## src/rtl/muldiv_unit.sv

```systemverilog
// Iterative multiply/divide unit: one shift-add or restoring shift-subtract step per cycle,
// 64-bit HI/LO result through a start/busy/done handshake.
module muldiv_unit #(
  parameter int WIDTH = 32
) (
  input  logic             CLK,
  input  logic             nRST,
  input  logic             start,
  input  logic [1:0]       op,
  input  logic [WIDTH-1:0] portA,
  input  logic [WIDTH-1:0] portB,
  input  logic             flush,
  output logic             busy,
  output logic             done,
  output logic [WIDTH-1:0] hi,
  output logic [WIDTH-1:0] lo,
  output logic             div_by_zero
);

  localparam int CW = $clog2(WIDTH);
  localparam logic [CW-1:0] LAST = CW'(WIDTH - 1);

  typedef enum logic [1:0] {S_IDLE, S_CALC, S_FIX, S_DONE} state_t;

  state_t           state, state_nxt;
  logic             is_div, sign_q, sign_r;
  logic [WIDTH-1:0] opb, p_hi, p_lo;
  logic [CW-1:0]    count;

  logic             a_neg, b_neg, b_zero, accept;
  logic [WIDTH-1:0] a_mag, b_mag;
  logic [WIDTH:0]   mul_sum, div_shift, div_diff;
  logic             div_ok;
  logic [2*WIDTH-1:0] prod, prod_fix;
  logic [WIDTH-1:0] q_fix, r_fix;

  // op[0]=0 selects the signed variants
  assign a_neg  = ~op[0] & portA[WIDTH-1];
  assign b_neg  = ~op[0] & portB[WIDTH-1];
  assign a_mag  = a_neg ? -portA : portA;
  assign b_mag  = b_neg ? -portB : portB;
  assign b_zero = (portB == '0);
  assign accept = (state == S_IDLE || state == S_DONE) && start && !flush;

  // opb holds multiplicand (MUL) or divisor (DIV); p_lo holds multiplier or dividend/quotient
  assign mul_sum   = {1'b0, p_hi} + (p_lo[0] ? {1'b0, opb} : '0);
  assign div_shift = {p_hi, p_lo[WIDTH-1]};
  assign div_diff  = div_shift - {1'b0, opb};
  assign div_ok    = ~div_diff[WIDTH];

  assign prod     = {p_hi, p_lo};
  assign prod_fix = sign_q ? -prod : prod;
  assign q_fix    = sign_q ? -p_lo : p_lo;
  assign r_fix    = sign_r ? -p_hi : p_hi;

  assign busy = (state == S_CALC) || (state == S_FIX);
  assign done = (state == S_DONE);

  always_comb begin
    state_nxt = state;
    case (state)
      S_IDLE, S_DONE: begin
        if (flush || !start) state_nxt = S_IDLE;
        else if (op[1] && b_zero) state_nxt = S_DONE;
        else state_nxt = S_CALC;
      end
      S_CALC: begin
        if (flush) state_nxt = S_IDLE;
        else if (count == LAST) state_nxt = S_FIX;
      end
      S_FIX: state_nxt = flush ? S_IDLE : S_DONE;
      default: state_nxt = S_IDLE;
    endcase
  end

  always_ff @(posedge CLK or negedge nRST) begin
    if (!nRST) state <= S_IDLE;
    else       state <= state_nxt;
  end

  always_ff @(posedge CLK or negedge nRST) begin
    if (!nRST) begin
      is_div      <= 1'b0;
      sign_q      <= 1'b0;
      sign_r      <= 1'b0;
      opb         <= '0;
      p_hi        <= '0;
      p_lo        <= '0;
      count       <= '0;
      hi          <= '0;
      lo          <= '0;
      div_by_zero <= 1'b0;
    end else begin
      case (state)
        S_IDLE, S_DONE: begin
          if (accept) begin
            is_div <= op[1];
            sign_q <= a_neg ^ b_neg;
            sign_r <= a_neg;
            count  <= '0;
            p_hi   <= '0;
            opb    <= op[1] ? b_mag : a_mag;
            p_lo   <= op[1] ? a_mag : b_mag;
            if (op[1] && b_zero) begin
              hi          <= portA;
              lo          <= '1;
              div_by_zero <= 1'b1;
            end
          end
        end
        S_CALC: begin
          if (!flush) begin
            count <= count + CW'(1);
            if (is_div) begin
              p_hi <= div_ok ? div_diff[WIDTH-1:0] : div_shift[WIDTH-1:0];
              p_lo <= {p_lo[WIDTH-2:0], div_ok};
            end else begin
              p_hi <= mul_sum[WIDTH:1];
              p_lo <= {mul_sum[0], p_lo[WIDTH-1:1]};
            end
          end
        end
        S_FIX: begin
          if (!flush) begin
            div_by_zero <= 1'b0;
            if (is_div) begin
              hi <= r_fix;
              lo <= q_fix;
            end else begin
              hi <= prod_fix[2*WIDTH-1:WIDTH];
              lo <= prod_fix[WIDTH-1:0];
            end
          end
        end
        default: ;
      endcase
    end
  end

endmodule

```

## config.mk

```make
export PLATFORM = sky130hd
export DESIGN_NAME = muldiv_unit
export DESIGN_NICKNAME = d
export VERILOG_FILES = /design/src/rtl/muldiv_unit.sv
export SDC_FILE = /design/constraint.sdc
export NUM_CORES = 1
export LEC_CHECK = 0
export CAP_MARGIN = 20
export CELL_PAD_IN_SITES_DETAIL_PLACEMENT = 0
export CELL_PAD_IN_SITES_GLOBAL_PLACEMENT = 1
export CORE_MARGIN = 5
export CORE_UTILIZATION = 38
export DETAILED_ROUTE_END_ITERATION = 12
export PLACE_DENSITY = 0.81
export SYNTH_ARGS = -nofsm -noshare
export SYNTH_HDL_FRONTEND = slang
export SYNTH_SLANG_ARGS = --single-unit
```

## constraint.sdc

```tcl
create_clock -name CLK -period 6.4 [get_ports CLK]
set_clock_uncertainty 0.05 [all_clocks]
set_input_delay 1.28 -clock CLK [delete_from_list [all_inputs] [get_ports CLK]]
set_output_delay 1.28 -clock CLK [all_outputs]
set_load 0.01 [all_outputs]
```

# After elaboration in Yosys (flattened, before gate mapping)
# Cells that the tools add are included.
[classes] add_sub_neg=8 n_reduce_logical=16 eq_ne=9 bitwise_logic=5 muxes=40
[ops] op="32-bit 2-to-1 mux" n=22
[ops] op="32-bit case mux with 2 select lines" n=4
[ops] op="32-bit negator" n=4
[ops] op="64-bit 2-to-1 mux" n=1
[ops] op="64-bit negator" n=1
[ops] op="32-bit by 32-bit adder with 33-bit output" n=1
[ops] op="33-bit by 32-bit subtractor with 33-bit output" n=1
[ops] op="32-bit logical NOT" n=1
[ops] op="2-bit 2-to-1 mux" n=5
[ops] op="5-bit 2-to-1 mux" n=2
[ops] op="5-bit case mux with 2 select lines" n=1
[ops] op="2-bit != test, second input constant" n=4
[ops] op="2-bit case mux with 3 select lines" n=1
[ops] op="5-bit by 1-bit adder with 5-bit output, second input constant" n=1
[ops] op="5-bit equality test, second input constant" n=1
[ops] op="2-bit equality test, second input constant" n=2
[ops] op="4-bit AND reduction" n=1
[ops] op="2-bit nonzero test" n=2
[ops] op="1-bit logical AND" n=3
[ops] op="1-bit logical OR" n=3
[ops] op="1-bit 2-to-1 mux" n=3
[ops] op="3-bit by 2-bit != test with 1-bit output, second input constant" n=1
[ops] op="3-bit AND reduction" n=1
[ops] op="1-bit AND" n=2
[ops] op="other kinds (8)" n=10
[totals] word_cells=89 out_inout_bits=67 in_bits=70 reg_bits=171

# Logic depth before layout (Yosys ltp)
[depth] ltp_word=6 ltp_mapped=14

# Worst setup path before layout
# Ideal clock, no wire load.
[synth_path] kind="in2reg" from="input port portB[10]" to="register lo[15]" n_path_buf=1 path_stages=7 setup_slack_ns=2.817 t_arrival_ns=3.412 setup_time_ns=0.121 t_required_ns=6.229 path_cell_list="or4_1 nor4_2 nand4_1 o22ai_1 nand2_1 clkbuf_1 o22a_1"
[synth_via] elab_chain_cells=4
[synth_lines] element="start: declaration" line_no="11" text="input logic [WIDTH-1:0] portB,"
[synth_lines] element="32-bit logical NOT" line_no="42" text="assign b_zero = (portB == '0);"
[synth_lines] element="1-bit logical AND" line_no="104" text="if (op[1] && b_zero) begin"
[synth_lines] element="2-bit != test (no line)"
[synth_lines] element="4-bit AND reduction (no line)"
[synth_lines] element="end signal: assignment" line_no="128" text="lo <= q_fix;"
[synth_lines] element="end signal: assignment" line_no="131" text="lo <= prod_fix[WIDTH-1:0];"
[synth_lines] element="end: declaration" line_no="16" text="output logic [WIDTH-1:0] lo,"
# Every way passes these cells.
# A chain may end at the register's enable or synchronous reset.

# Worst setup path in the final report
[layout_path] from="register p_lo[31]" to="register p_hi[13]"
[layout_via] elab_chain_cells=5
[layout_lines] element="start: declaration" line_no="27" text="logic [WIDTH-1:0] opb, p_hi, p_lo;"
[layout_lines] element="start signal: assignment" line_no="103" text="p_lo <= op[1] ? a_mag : b_mag;"
[layout_lines] element="start signal: assignment" line_no="116" text="p_lo <= {p_lo[WIDTH-2:0], div_ok};"
[layout_lines] element="start signal: assignment" line_no="119" text="p_lo <= {mul_sum[0], p_lo[WIDTH-1:1]};"
[layout_lines] element="33-bit by 32-bit subtractor with 33-bit output" line_no="48" text="assign div_diff = div_shift - {1'b0, opb};"
[layout_lines] element="32-bit 2-to-1 mux" line_no="115" text="p_hi <= div_ok ? div_diff[WIDTH-1:0] : div_shift[WIDTH-1:0];"
[layout_lines] element="32-bit 2-to-1 mux" line_no="114" text="if (is_div) begin"
[layout_lines] element="32-bit 2-to-1 mux" line_no="112" text="if (!flush) begin"
[layout_lines] element="32-bit case mux with 2 select lines" line_no="94" text="case (state)"
[layout_lines] element="end signal: assignment" line_no="115"
[layout_lines] element="end signal: assignment" line_no="118" text="p_hi <= mul_sum[WIDTH:1];"
[layout_lines] element="end: declaration" line_no="27"
# Every way passes these cells. The select of a mux whose other input is x is not followed.

==> out/metrics.csv <==
metric,value,unit
share of post-route cells with drive strength above 1,6.17,%
largest net degree at the start of global routing,104,
Final Non-Filler Cells,2430,
Mean Syn Cell Area,8.06,um^2
vias in the first global route,13198,
Mapped Nets,1967,
ys flop type,dfrtp_1,
YS warnings,0,
Slew HR,30.1,%
main combinational cell family by area after synthesis,compound AO/OA/AOI/OAI gates,
most common cell in the netlist,nor2_1,
FMAX,0.224,GHz
post-synthesis adder-cell area fraction,6.49,%
fin util,44.4,%
post-route minimum period,4460,ps
number of synthesized flops with an enable pin,0,
starting density of the core,38.2,%
Setup Viol. Count Final,0,
postcts setup bufs,0,
Pleak,7.22,nW
RSZ-0062 raised after global routing,no,
total design power,9.71,mW
# rows,72,
Core Footprint,38500,um^2
outcome,"finished, final reports clean",
via count,13834,
"antenna viol nets, final",0,
CTS sink cnt,171,
Crit Path Class,flop to flop,
H-Tree Depth,4,
IO Port Bufs,136,
DP Cell Count,2397,
"CTS clk-pin slew, worst paths",80,ps
Detailed Place HPWL,39000,um
worst path arrival time,4730,ps
synth unique cells,74,
post-route DRC violation count,0,
CTS Buf Count,17,
CP required,6660,ps
synth cell count leaders,"179 x nor2_1, 177 x o21ai_0, 171 x dfrtp_1",
startpoint types,flop,
Post-Syn Area,14700,um^2
CP Capture Type,flop,
Post-Route WL,50700,um
P&R area growth vs syn,16.2,%
RD Place Congestion,0.930,
"area leader, netlist",dfrtp_1,
first-pass GRT wire length,77500,um
drt wl/cell,20.9,um
First-pass DRT Iterations,5,
Fillers,3857,
"flops & latches, synth",171,
Post-synth ARST share,100,%
initial antenna violation count,2,
gate count of the mapped netlist,1822,
Hold Fails Final Rpt,0,
CTS tree,done,
post-place instance area,16500,um^2
cell area after layout,17100,um^2
fin crit share,69.8,%
chip height,207,um
Synth Area in Compound Gates,25.9,%
mux contribution to synthesized area,6.56,%
min-delay worst type,flop to flop,
Max Cap Viol,0,
DRT iter0 DRCs,1019,
Synth Area in Simple Gates,17.2,%
Vias/cell,5.69,
I/O Pins,137,
largest cells by area after synthesis,"dfrtp_1 29%, xnor2_1 6.5%, ha_1 6.2%",
PostCTS Resize Cnt,0,
register area share after synthesis,29.1,%
Synth top area share,29.1,%
XOR/XNOR share of the synthesized area,10.3,%
Final #Nets,2043,
total gr overflow,0,
Die Wd,207,um
die area,42700,um^2
PwrDens,569,nW/um^2
setup TNS,0,ps
Least-Margin Pin Slew,1050,ps
worst-case clock buffer depth,2,
maximum vdd ir drop,0.265,mV
clock root cell,clkbuf_16,
crit path max fanout,18,
Skew-Pair Late Insertion Delay,460,ps
max-slew violations,0,
All-Layer GR Usage,23.4,%
"Hold-fix buffers, CTS",0,
stage by stage:
step	setup WS (ps)	hold slack [ps]
2_1_floorplan	2820	400
3_3_place_gp	1720	415
3_5_place_dp	1610	419
4_1_cts	2030	442
5_1_grt	1740	458
6_report	1940	438
registers in the layout (all words and copies together), names as in the netlist:
| name | cells |
|---|---|
| hi | 32 |
| lo | 32 |
| opb | 32 |
| p_hi | 32 |
| p_lo | 32 |
| count | 5 |
| state | 2 |
| div_by_zero | 1 |
| is_div | 1 |
| sign_q | 1 |
| sign_r | 1 |
where the power goes:
group	switching [mW]	leakage [nW]	internal [mW]
clock	0.490	0.275	0.574
sequential	0.678	2.13	1.58
combinational	3.68	4.82	2.71
total	4.85	7.22	4.86
worst max-delay path, cell delays in order, from the launching register on:
cell and delay, ps:
dfrtp_1 400, inv_1 170, ha_1 260, fa_1 420, nand2b_1 190, a21oi_1 230, o41a_1 290, a211oi_1 130
o31ai_1 600, nor3_1 100, buf_4 190, nor2_4 550, buf_4 380, mux2i_1 220, o221ai_1 150
area by class of cell:
| class | count | area (um^2) | share of cell area, % |
|---|---|---|---|
| inverter | 66 | 248 | 1.45 |
| timing repair buffer | 157 | 1520 | 8.89 |
| clock buffer | 17 | 425 | 2.49 |
| clock inverter | 15 | 150 | 0.880 |
| sequential | 171 | 4280 | 25.1 |
| tap | 518 | 648 | 3.80 |
| antenna | 1 | 2.50 | 0.0147 |
| multi-input combinational | 1485 | 9790 | 57.4 |
cell usage in the layout, fill, tap and decap left out, drive strengths merged, types with 5 or more instances in the layout:
cell type      count
o21ai            189
nor2             179
dfrtp            171
a21oi            168
nand2            158
clkdlybuf4s50    134
xnor2            109
ha                73
inv               67
xor2              63
mux2i             58
a211oi            38
a21o              38
mux2              34
a31oi             32
nor3              27
buf               23
o31ai             20
nand2b            19
nand3             19
or3               19
nor4              19
nor2b             18
a22oi             18
clkbuf            17
o21a              16
o22a              16
or4               16
and3              13
o41ai             13
nand4             10
and2              10
o211ai             9
clkinv             8
nor3b              6
a22o               6
o221ai             6
a41oi              6
a21boi             5
o21bai             5
path summary, 6_finish.rpt:
check	start	end	slack (ps)	depth (start not counted)
max in group asynchronous	nRST	p_hi[14]	4200	2
max	p_lo[31]	p_hi[13]	1940	14
min in group asynchronous	nRST	lo[9]	820	1
min	opb[30]	opb[30]	440	2
min reg2reg	opb[30]	opb[30]	440	2
max reg2reg	p_lo[31]	p_hi[13]	1940	14
cell families after synthesis:
group	after synthesis
buffers and inverters	166
adders and majority gates	75
and+or+nand+nor	532
AOI/OAI and AO/OA	614
DFF	171
xor gates and xnor gates	172
muxes	92
per-layer routing:
layer  vias up  wire length [um]  GRT usage, %
met5         -                 7             0
met4         2              1550          8.34
met3        74              2980          4.37
met2       415             23300          37.7
met1      6565             22800          31.6
li1       6778                 -             -
No activity file was read; power rests on OpenSTA's default activity.
